`src/rtl/hop_cnt_rr_arbiter_if.sv`:
```
// rtl/hop_cnt_rr_arbiter_if.sv - request/grant bundle between input buffers and the hop-count arbiter
interface hop_cnt_rr_arbiter_if #(
   parameter int IN_N      = 5,
   parameter int HOP_CNT_W = 3
);
   localparam int IDX_W = $clog2(IN_N);

   logic [IN_N-1:0]                req_i;
   logic [IN_N-1:0][HOP_CNT_W-1:0] hop_cnt_i;
   logic [IN_N-1:0]                last_i;
   logic                           ready_i;
   logic [IN_N-1:0]                gnt_o;
   logic                           gnt_vld_o;
   logic [IDX_W-1:0]               gnt_idx_o;
   logic                           tie_o;

   modport master (
      output req_i, hop_cnt_i, last_i, ready_i,
      input  gnt_o, gnt_vld_o, gnt_idx_o, tie_o
   );

   modport slave (
      input  req_i, hop_cnt_i, last_i, ready_i,
      output gnt_o, gnt_vld_o, gnt_idx_o, tie_o
   );
endinterface

```
`src/rtl/hop_cnt_rr_arbiter.sv`:
```
// rtl/hop_cnt_rr_arbiter.sv - highest-hop-count arbiter with round-robin tie break and packet locking
// Define HOP_ARB_AGING_EN to add saturating per-input age counters for starvation protection.
module hop_cnt_rr_arbiter #(
   parameter int IN_N      = 5,
   parameter int HOP_CNT_W = 3,
   parameter int AGE_W     = 4
) (
   input  logic                clk_i,
   input  logic                rst_ni,
   hop_cnt_rr_arbiter_if.slave arb
);
   localparam int IDX_W = $clog2(IN_N);
   localparam int CNT_W = $clog2(IN_N + 1);
   localparam logic [IDX_W-1:0] LAST_IDX = IDX_W'(IN_N - 1);

   if (IN_N < 2 || HOP_CNT_W < 1 || AGE_W < 1) begin : g_bad_params
      $error("hop_cnt_rr_arbiter: IN_N must be >= 2, HOP_CNT_W and AGE_W >= 1");
   end

   typedef enum logic {IDLE, LOCKED} state_e;

   state_e                         state_q;
   logic [IN_N-1:0]                gnt_q;
   logic                           gnt_vld_q;
   logic [IDX_W-1:0]               gnt_idx_q;
   logic                           tie_q;
   logic [IDX_W-1:0]               rr_ptr_q;

   logic [IN_N-1:0][HOP_CNT_W-1:0] hop_m;
   logic [HOP_CNT_W-1:0]           max_hop;
   logic [IN_N-1:0]                cand;
   logic [IN_N-1:0]                sel;
   logic [IDX_W-1:0]               win_d;
   logic [CNT_W-1:0]               sel_cnt;
   logic                           tie_d;
   logic                           found;
   int                             scan_idx;
   logic                           xfer_last;

   always_comb begin
      max_hop = '0;
      for (int i = 0; i < IN_N; i++) begin
         hop_m[i] = arb.req_i[i] ? arb.hop_cnt_i[i] : '0;
         if (hop_m[i] > max_hop) max_hop = hop_m[i];
      end
      for (int i = 0; i < IN_N; i++) begin
         cand[i] = arb.req_i[i] && (hop_m[i] == max_hop);
      end
   end

`ifdef HOP_ARB_AGING_EN
   localparam logic [AGE_W-1:0] AGE_MAX = '1;

   logic [IN_N-1:0][AGE_W-1:0] age_q;
   logic [IN_N-1:0]            aged;

   always_comb begin
      for (int i = 0; i < IN_N; i++) begin
         aged[i] = arb.req_i[i] && (age_q[i] == AGE_MAX);
      end
   end

   // Starved inputs override hop-count priority entirely.
   assign sel = (|aged) ? aged : cand;

   always_ff @(posedge clk_i or negedge rst_ni) begin
      if (!rst_ni) begin
         age_q <= '0;
      end else begin
         for (int i = 0; i < IN_N; i++) begin
            if (!arb.req_i[i]) begin
               age_q[i] <= '0;
            end else if (state_q == IDLE) begin
               if (IDX_W'(i) == win_d) age_q[i] <= '0;
               else if (age_q[i] != AGE_MAX) age_q[i] <= age_q[i] + 1'b1;
            end
         end
      end
   end
`else
   assign sel = cand;
`endif

   always_comb begin
      win_d    = '0;
      found    = 1'b0;
      scan_idx = 0;
      sel_cnt  = '0;
      for (int k = 0; k < IN_N; k++) begin
         scan_idx = (int'(rr_ptr_q) + k) % IN_N;
         if (!found && sel[scan_idx]) begin
            win_d = IDX_W'(scan_idx);
            found = 1'b1;
         end
         sel_cnt = sel_cnt + CNT_W'(sel[k]);
      end
      tie_d = (sel_cnt > CNT_W'(1));
   end

   assign xfer_last = arb.req_i[gnt_idx_q] & arb.ready_i & arb.last_i[gnt_idx_q];

   always_ff @(posedge clk_i or negedge rst_ni) begin
      if (!rst_ni) begin
         state_q   <= IDLE;
         gnt_q     <= '0;
         gnt_vld_q <= 1'b0;
         gnt_idx_q <= '0;
         tie_q     <= 1'b0;
         rr_ptr_q  <= '0;
      end else begin
         case (state_q)
            IDLE: begin
               if (|arb.req_i) begin
                  gnt_q     <= IN_N'(1) << win_d;
                  gnt_idx_q <= win_d;
                  gnt_vld_q <= 1'b1;
                  tie_q     <= tie_d;
                  state_q   <= LOCKED;
               end
            end
            LOCKED: begin
               // Only the tail flit of the owning input releases the lock.
               if (xfer_last) begin
                  gnt_q     <= '0;
                  gnt_vld_q <= 1'b0;
                  rr_ptr_q  <= (gnt_idx_q == LAST_IDX) ? '0 : gnt_idx_q + 1'b1;
                  state_q   <= IDLE;
               end
            end
            default: state_q <= IDLE;
         endcase
      end
   end

   assign arb.gnt_o     = gnt_q;
   assign arb.gnt_vld_o = gnt_vld_q;
   assign arb.gnt_idx_o = gnt_idx_q;
   assign arb.tie_o     = tie_q;
endmodule

```
`src/flat_wrapper.sv`:
```
// flat-port wrapper written by rule: the top's interface ports become plain ports
module hop_cnt_rr_arbiter_flat 
#(
   parameter int IN_N      = 5,
   parameter int HOP_CNT_W = 3,
   parameter int AGE_W     = 4
)
  (clk_i, rst_ni, arb_req_i, arb_hop_cnt_i, arb_last_i, arb_ready_i, arb_gnt_o, arb_gnt_vld_o, arb_gnt_idx_o, arb_tie_o);
  hop_cnt_rr_arbiter_if #(.IN_N(IN_N), .HOP_CNT_W(HOP_CNT_W)) arb_i ();
  input  logic clk_i;
  input  logic rst_ni;
  input wire logic [$bits(arb_i.req_i)-1:0] arb_req_i;
  input wire logic [$bits(arb_i.hop_cnt_i)-1:0] arb_hop_cnt_i;
  input wire logic [$bits(arb_i.last_i)-1:0] arb_last_i;
  input wire logic [$bits(arb_i.ready_i)-1:0] arb_ready_i;
  output wire logic [$bits(arb_i.gnt_o)-1:0] arb_gnt_o;
  output wire logic [$bits(arb_i.gnt_vld_o)-1:0] arb_gnt_vld_o;
  output wire logic [$bits(arb_i.gnt_idx_o)-1:0] arb_gnt_idx_o;
  output wire logic [$bits(arb_i.tie_o)-1:0] arb_tie_o;
  assign arb_i.req_i = arb_req_i;
  assign arb_i.hop_cnt_i = arb_hop_cnt_i;
  assign arb_i.last_i = arb_last_i;
  assign arb_i.ready_i = arb_ready_i;
  assign arb_gnt_o = arb_i.gnt_o;
  assign arb_gnt_vld_o = arb_i.gnt_vld_o;
  assign arb_gnt_idx_o = arb_i.gnt_idx_o;
  assign arb_tie_o = arb_i.tie_o;
  hop_cnt_rr_arbiter #(.IN_N(IN_N), .HOP_CNT_W(HOP_CNT_W), .AGE_W(AGE_W)) u_core (.clk_i(clk_i), .rst_ni(rst_ni), .arb(arb_i));
endmodule
```
`config.mk`:
```
export PLATFORM = sky130hd
export DESIGN_NAME = hop_cnt_rr_arbiter_flat
export DESIGN_NICKNAME = d
export VERILOG_FILES = /design/src/rtl/hop_cnt_rr_arbiter_if.sv /design/src/rtl/hop_cnt_rr_arbiter.sv /design/src/flat_wrapper.sv
export SDC_FILE = /design/constraint.sdc
export NUM_CORES = 1
export LEC_CHECK = 0
export BUFFER_PORTS_ARGS = -buffer_cell sky130_fd_sc_hd__buf_2
export CORE_ASPECT_RATIO = 1.1
export CORE_UTILIZATION = 50
export CTS_BUF_LIST = sky130_fd_sc_hd__clkbuf_8
export CTS_CLUSTER_SIZE = 24
export DETAILED_ROUTE_END_ITERATION = 10
export PLACE_DENSITY_LB_ADDON = 0.15
export SLEW_MARGIN = 0
export SYNTH_ARGS = -nofsm -noshare
export SYNTH_HDL_FRONTEND = slang
export SYNTH_SLANG_ARGS = --single-unit
```
`constraint.sdc`:
```
create_clock -name clk_i -period 10.1 [get_ports clk_i]
set_input_delay 0.505 -clock clk_i [delete_from_list [all_inputs] [get_ports clk_i]]
set_output_delay 0.505 -clock clk_i [all_outputs]
set_load 0.03 [all_outputs]
```
==> metrics.csv <==
metric;value;unit
clk buf depth;2;
Mean Syn Cell Area;7.24;sq um
FMAX;0.119;GHz
Post-synth top flop;dfrtp_1;
Area Overhead vs Synth;8.04;%
CTS Buf Count;3;
initial antenna violation count;0;
reg2reg end;u_core.arb.gnt_o[0];
library cells used by synthesis;78;
Worst Setup End Kind;register;
Hold WS;138;ps
fin crit share;0.830;
sequential fraction of the synthesis area;0.103;
Worst path top cell family by delay;adder cells;
Pre-antenna DRT Iters;7;
initial DRC count;182;
clk root buf;clkbuf_8;
Fillers;647;
Detail Route Antenna Nets;0;
slowest stage delay, CP;510;ps
DR vias/cell;6.29;
number of enable flip-flop cells after synthesis;0;
I/O pin count;38;
cell taking the most area after synthesis;ha_1;
reg2reg start;u_core.rr_ptr_q[1];
RSZ-0062 raised after global routing;no;
FF-to-FF path depth;21;
Yosys reg bits;14;
setup slack after layout;1720;ps
die height;88.4;um
most common cell after layout, fill and taps aside;nand2_1;
most frequent cells in the layout;nand2_1 (52), buf_2 (37), nor2_1 (36), ha_1 (36), inv_1 (30);
WP buf/inv;4;
Via Count;3611;
first-pass GRT wire length;15.3;mm
Worst-Margin Slew;827;ps
Synthesized Nets;535;
CP max-delay cell;a211oi_1;
clk slew on worst S/H paths;60;ps
Core Region;6560;sq um
Residual DRC;0;
Resized Gates After CTS;0;
final wirelength;9.56;mm
DR WL/cell;16.7;um
Sink Count;14;
crit-path max FO;10;
max-cap violation count;0;
Syn Inst Count;469;
vias in the first global route;3273;
HPWL Detailed;7.72;mm
total global-route track usage;0.274;
H-tree levels;1;
die footprint;7120;sq um
critical path type;primary input to register;
top cells by area, synth;ha_1 (13%), dfrtp_1 (10%), nand2_1 (5.8%), xnor2_1 (5.2%), o21ai_0 (4.1%);
status;finished clean;
Startpoint Class;primary input;
Slew HR;0.447;
crit-path most repeated cell;ha_1;
Initial Util;0.518;
Async S/R FF share, synth;1.00;
post-layout minimum cycle time;8380;ps
final setup fails;0;
setup TNS;0;ps
Critical Path AT;8480;ps
HP Class;primary input to asynchronous set/reset pin;
cts hold-fix bufs;0;
Setup Slack @ Placement;1490;ps
Rows;31;
die span in x;80.5;um
Worst-Skew Late Latency;250;ps
share of the synthesized area in the top cell type;0.133;
Crit path required time;10200;ps
diode count;0;
R2R setup slack;4480;ps
number of port buffers;37;
placed insts;570;
Nets;559;
CTS tree;yes;
# Post-CTS Setup Buffers;0;
ratio of cells with drive above 1 in the final layout;0.140;
largest net degree at the start of global routing;27;
Ys Warns;0;
post-synth design cell area;3390;sq um
final RePlAce weighted congestion;0.954;
fin cells;574;
Final Skew;4.98;ps
max-slew violations;0;
final hold violations;0;
global route overflow;0;
## per-layer routing
metal	GRT usage	wire length, um	vias up
met1	0.342	4200	1678
met3	0.0186	445	29
met5	0	0	-
met4	0.104	305	0
met2	0.492	4610	125
li1	-	-	1779
## sequential cells by signal, indices dropped and copies added (netlist names)
signal and count:
u_core.arb.gnt_o 5, u_core.rr_ptr_q 3, u_core.arb.gnt_idx_o 3, u_core.state_q 1, u_core.arb.tie_o 1, u_core.arb.gnt_vld_o 1
## kinds of logic (layout without fill, tap and decap cells)
group / Yosys count / in the layout / synth area share
adders and majority gates: 39 / 39 / 0.149
buffers and inverters: 50 / 73 / 0.0572
AOI/OAI and AO/OA: 151 / 151 / 0.320
and+or+nand+nor: 181 / 181 / 0.269
xor gates and xnor gates: 23 / 23 / 0.0594
muxes: 11 / 11 / 0.0424
DFF: 14 / 14 / 0.103
## stage by stage
step,instance area (sq um),utilization
global route,3670,0.559
detailed placement,3610,0.551
CTS,3670,0.559
global placement,3610,0.551
floorplan,3390,-
finish,3670,0.559
## Yosys cell counts (3+ instances only)
cell type and number:
a21oi_1 25, o211ai_1 4, nor2_1 36, xnor2_1 20
clkbuf_1 16, o2111ai_1 3, nor2b_1 8, o21ai_0 28
nand3b_1 4, nand2b_1 7, o21ai_1 3, nor4_1 5
dfrtp_1 14, a22oi_1 6, a21boi_0 3, o21bai_1 3
a211o_1 3, and3_1 8, a22o_1 3, mux2_2 7
or3_1 3, ha_1 36, o31ai_1 10, and2_1 8
inv_1 30, o22a_1 3, nand4_1 4, xor2_1 3
o22ai_1 6, o21a_1 3, nor3_1 7, a21o_1 8
nand3_1 24, a31oi_1 9, nand2_1 52
## area by class of cell
| type | count | area, sq um | share of cell area |
|---|---|---|---|
| inverter | 31 | 116 | 0.0317 |
| timing repair buffer | 38 | 193 | 0.0526 |
| sequential | 14 | 350 | 0.0956 |
| tap | 82 | 103 | 0.0280 |
| clock buffer | 4 | 55.1 | 0.0150 |
| multi-input combinational | 405 | 2850 | 0.777 |
## worst max path at each step
stage | startpoint | end | depth (start not counted)
after floorplan | arb_req_i[0] | u_core.arb.tie_o | 35
after global placement | arb_req_i[0] | u_core.arb.tie_o | 33
after detailed placement | arb_req_i[0] | u_core.arb.tie_o | 33
after CTS | arb_req_i[0] | u_core.arb.tie_o | 33
after global routing | arb_req_i[0] | u_core.arb.tie_o | 33
final | arb_req_i[0] | u_core.arb.tie_o | 33
Power is not shown: default switching activity piles up to over one toggle a cycle in this logic, so the estimate is an artifact.
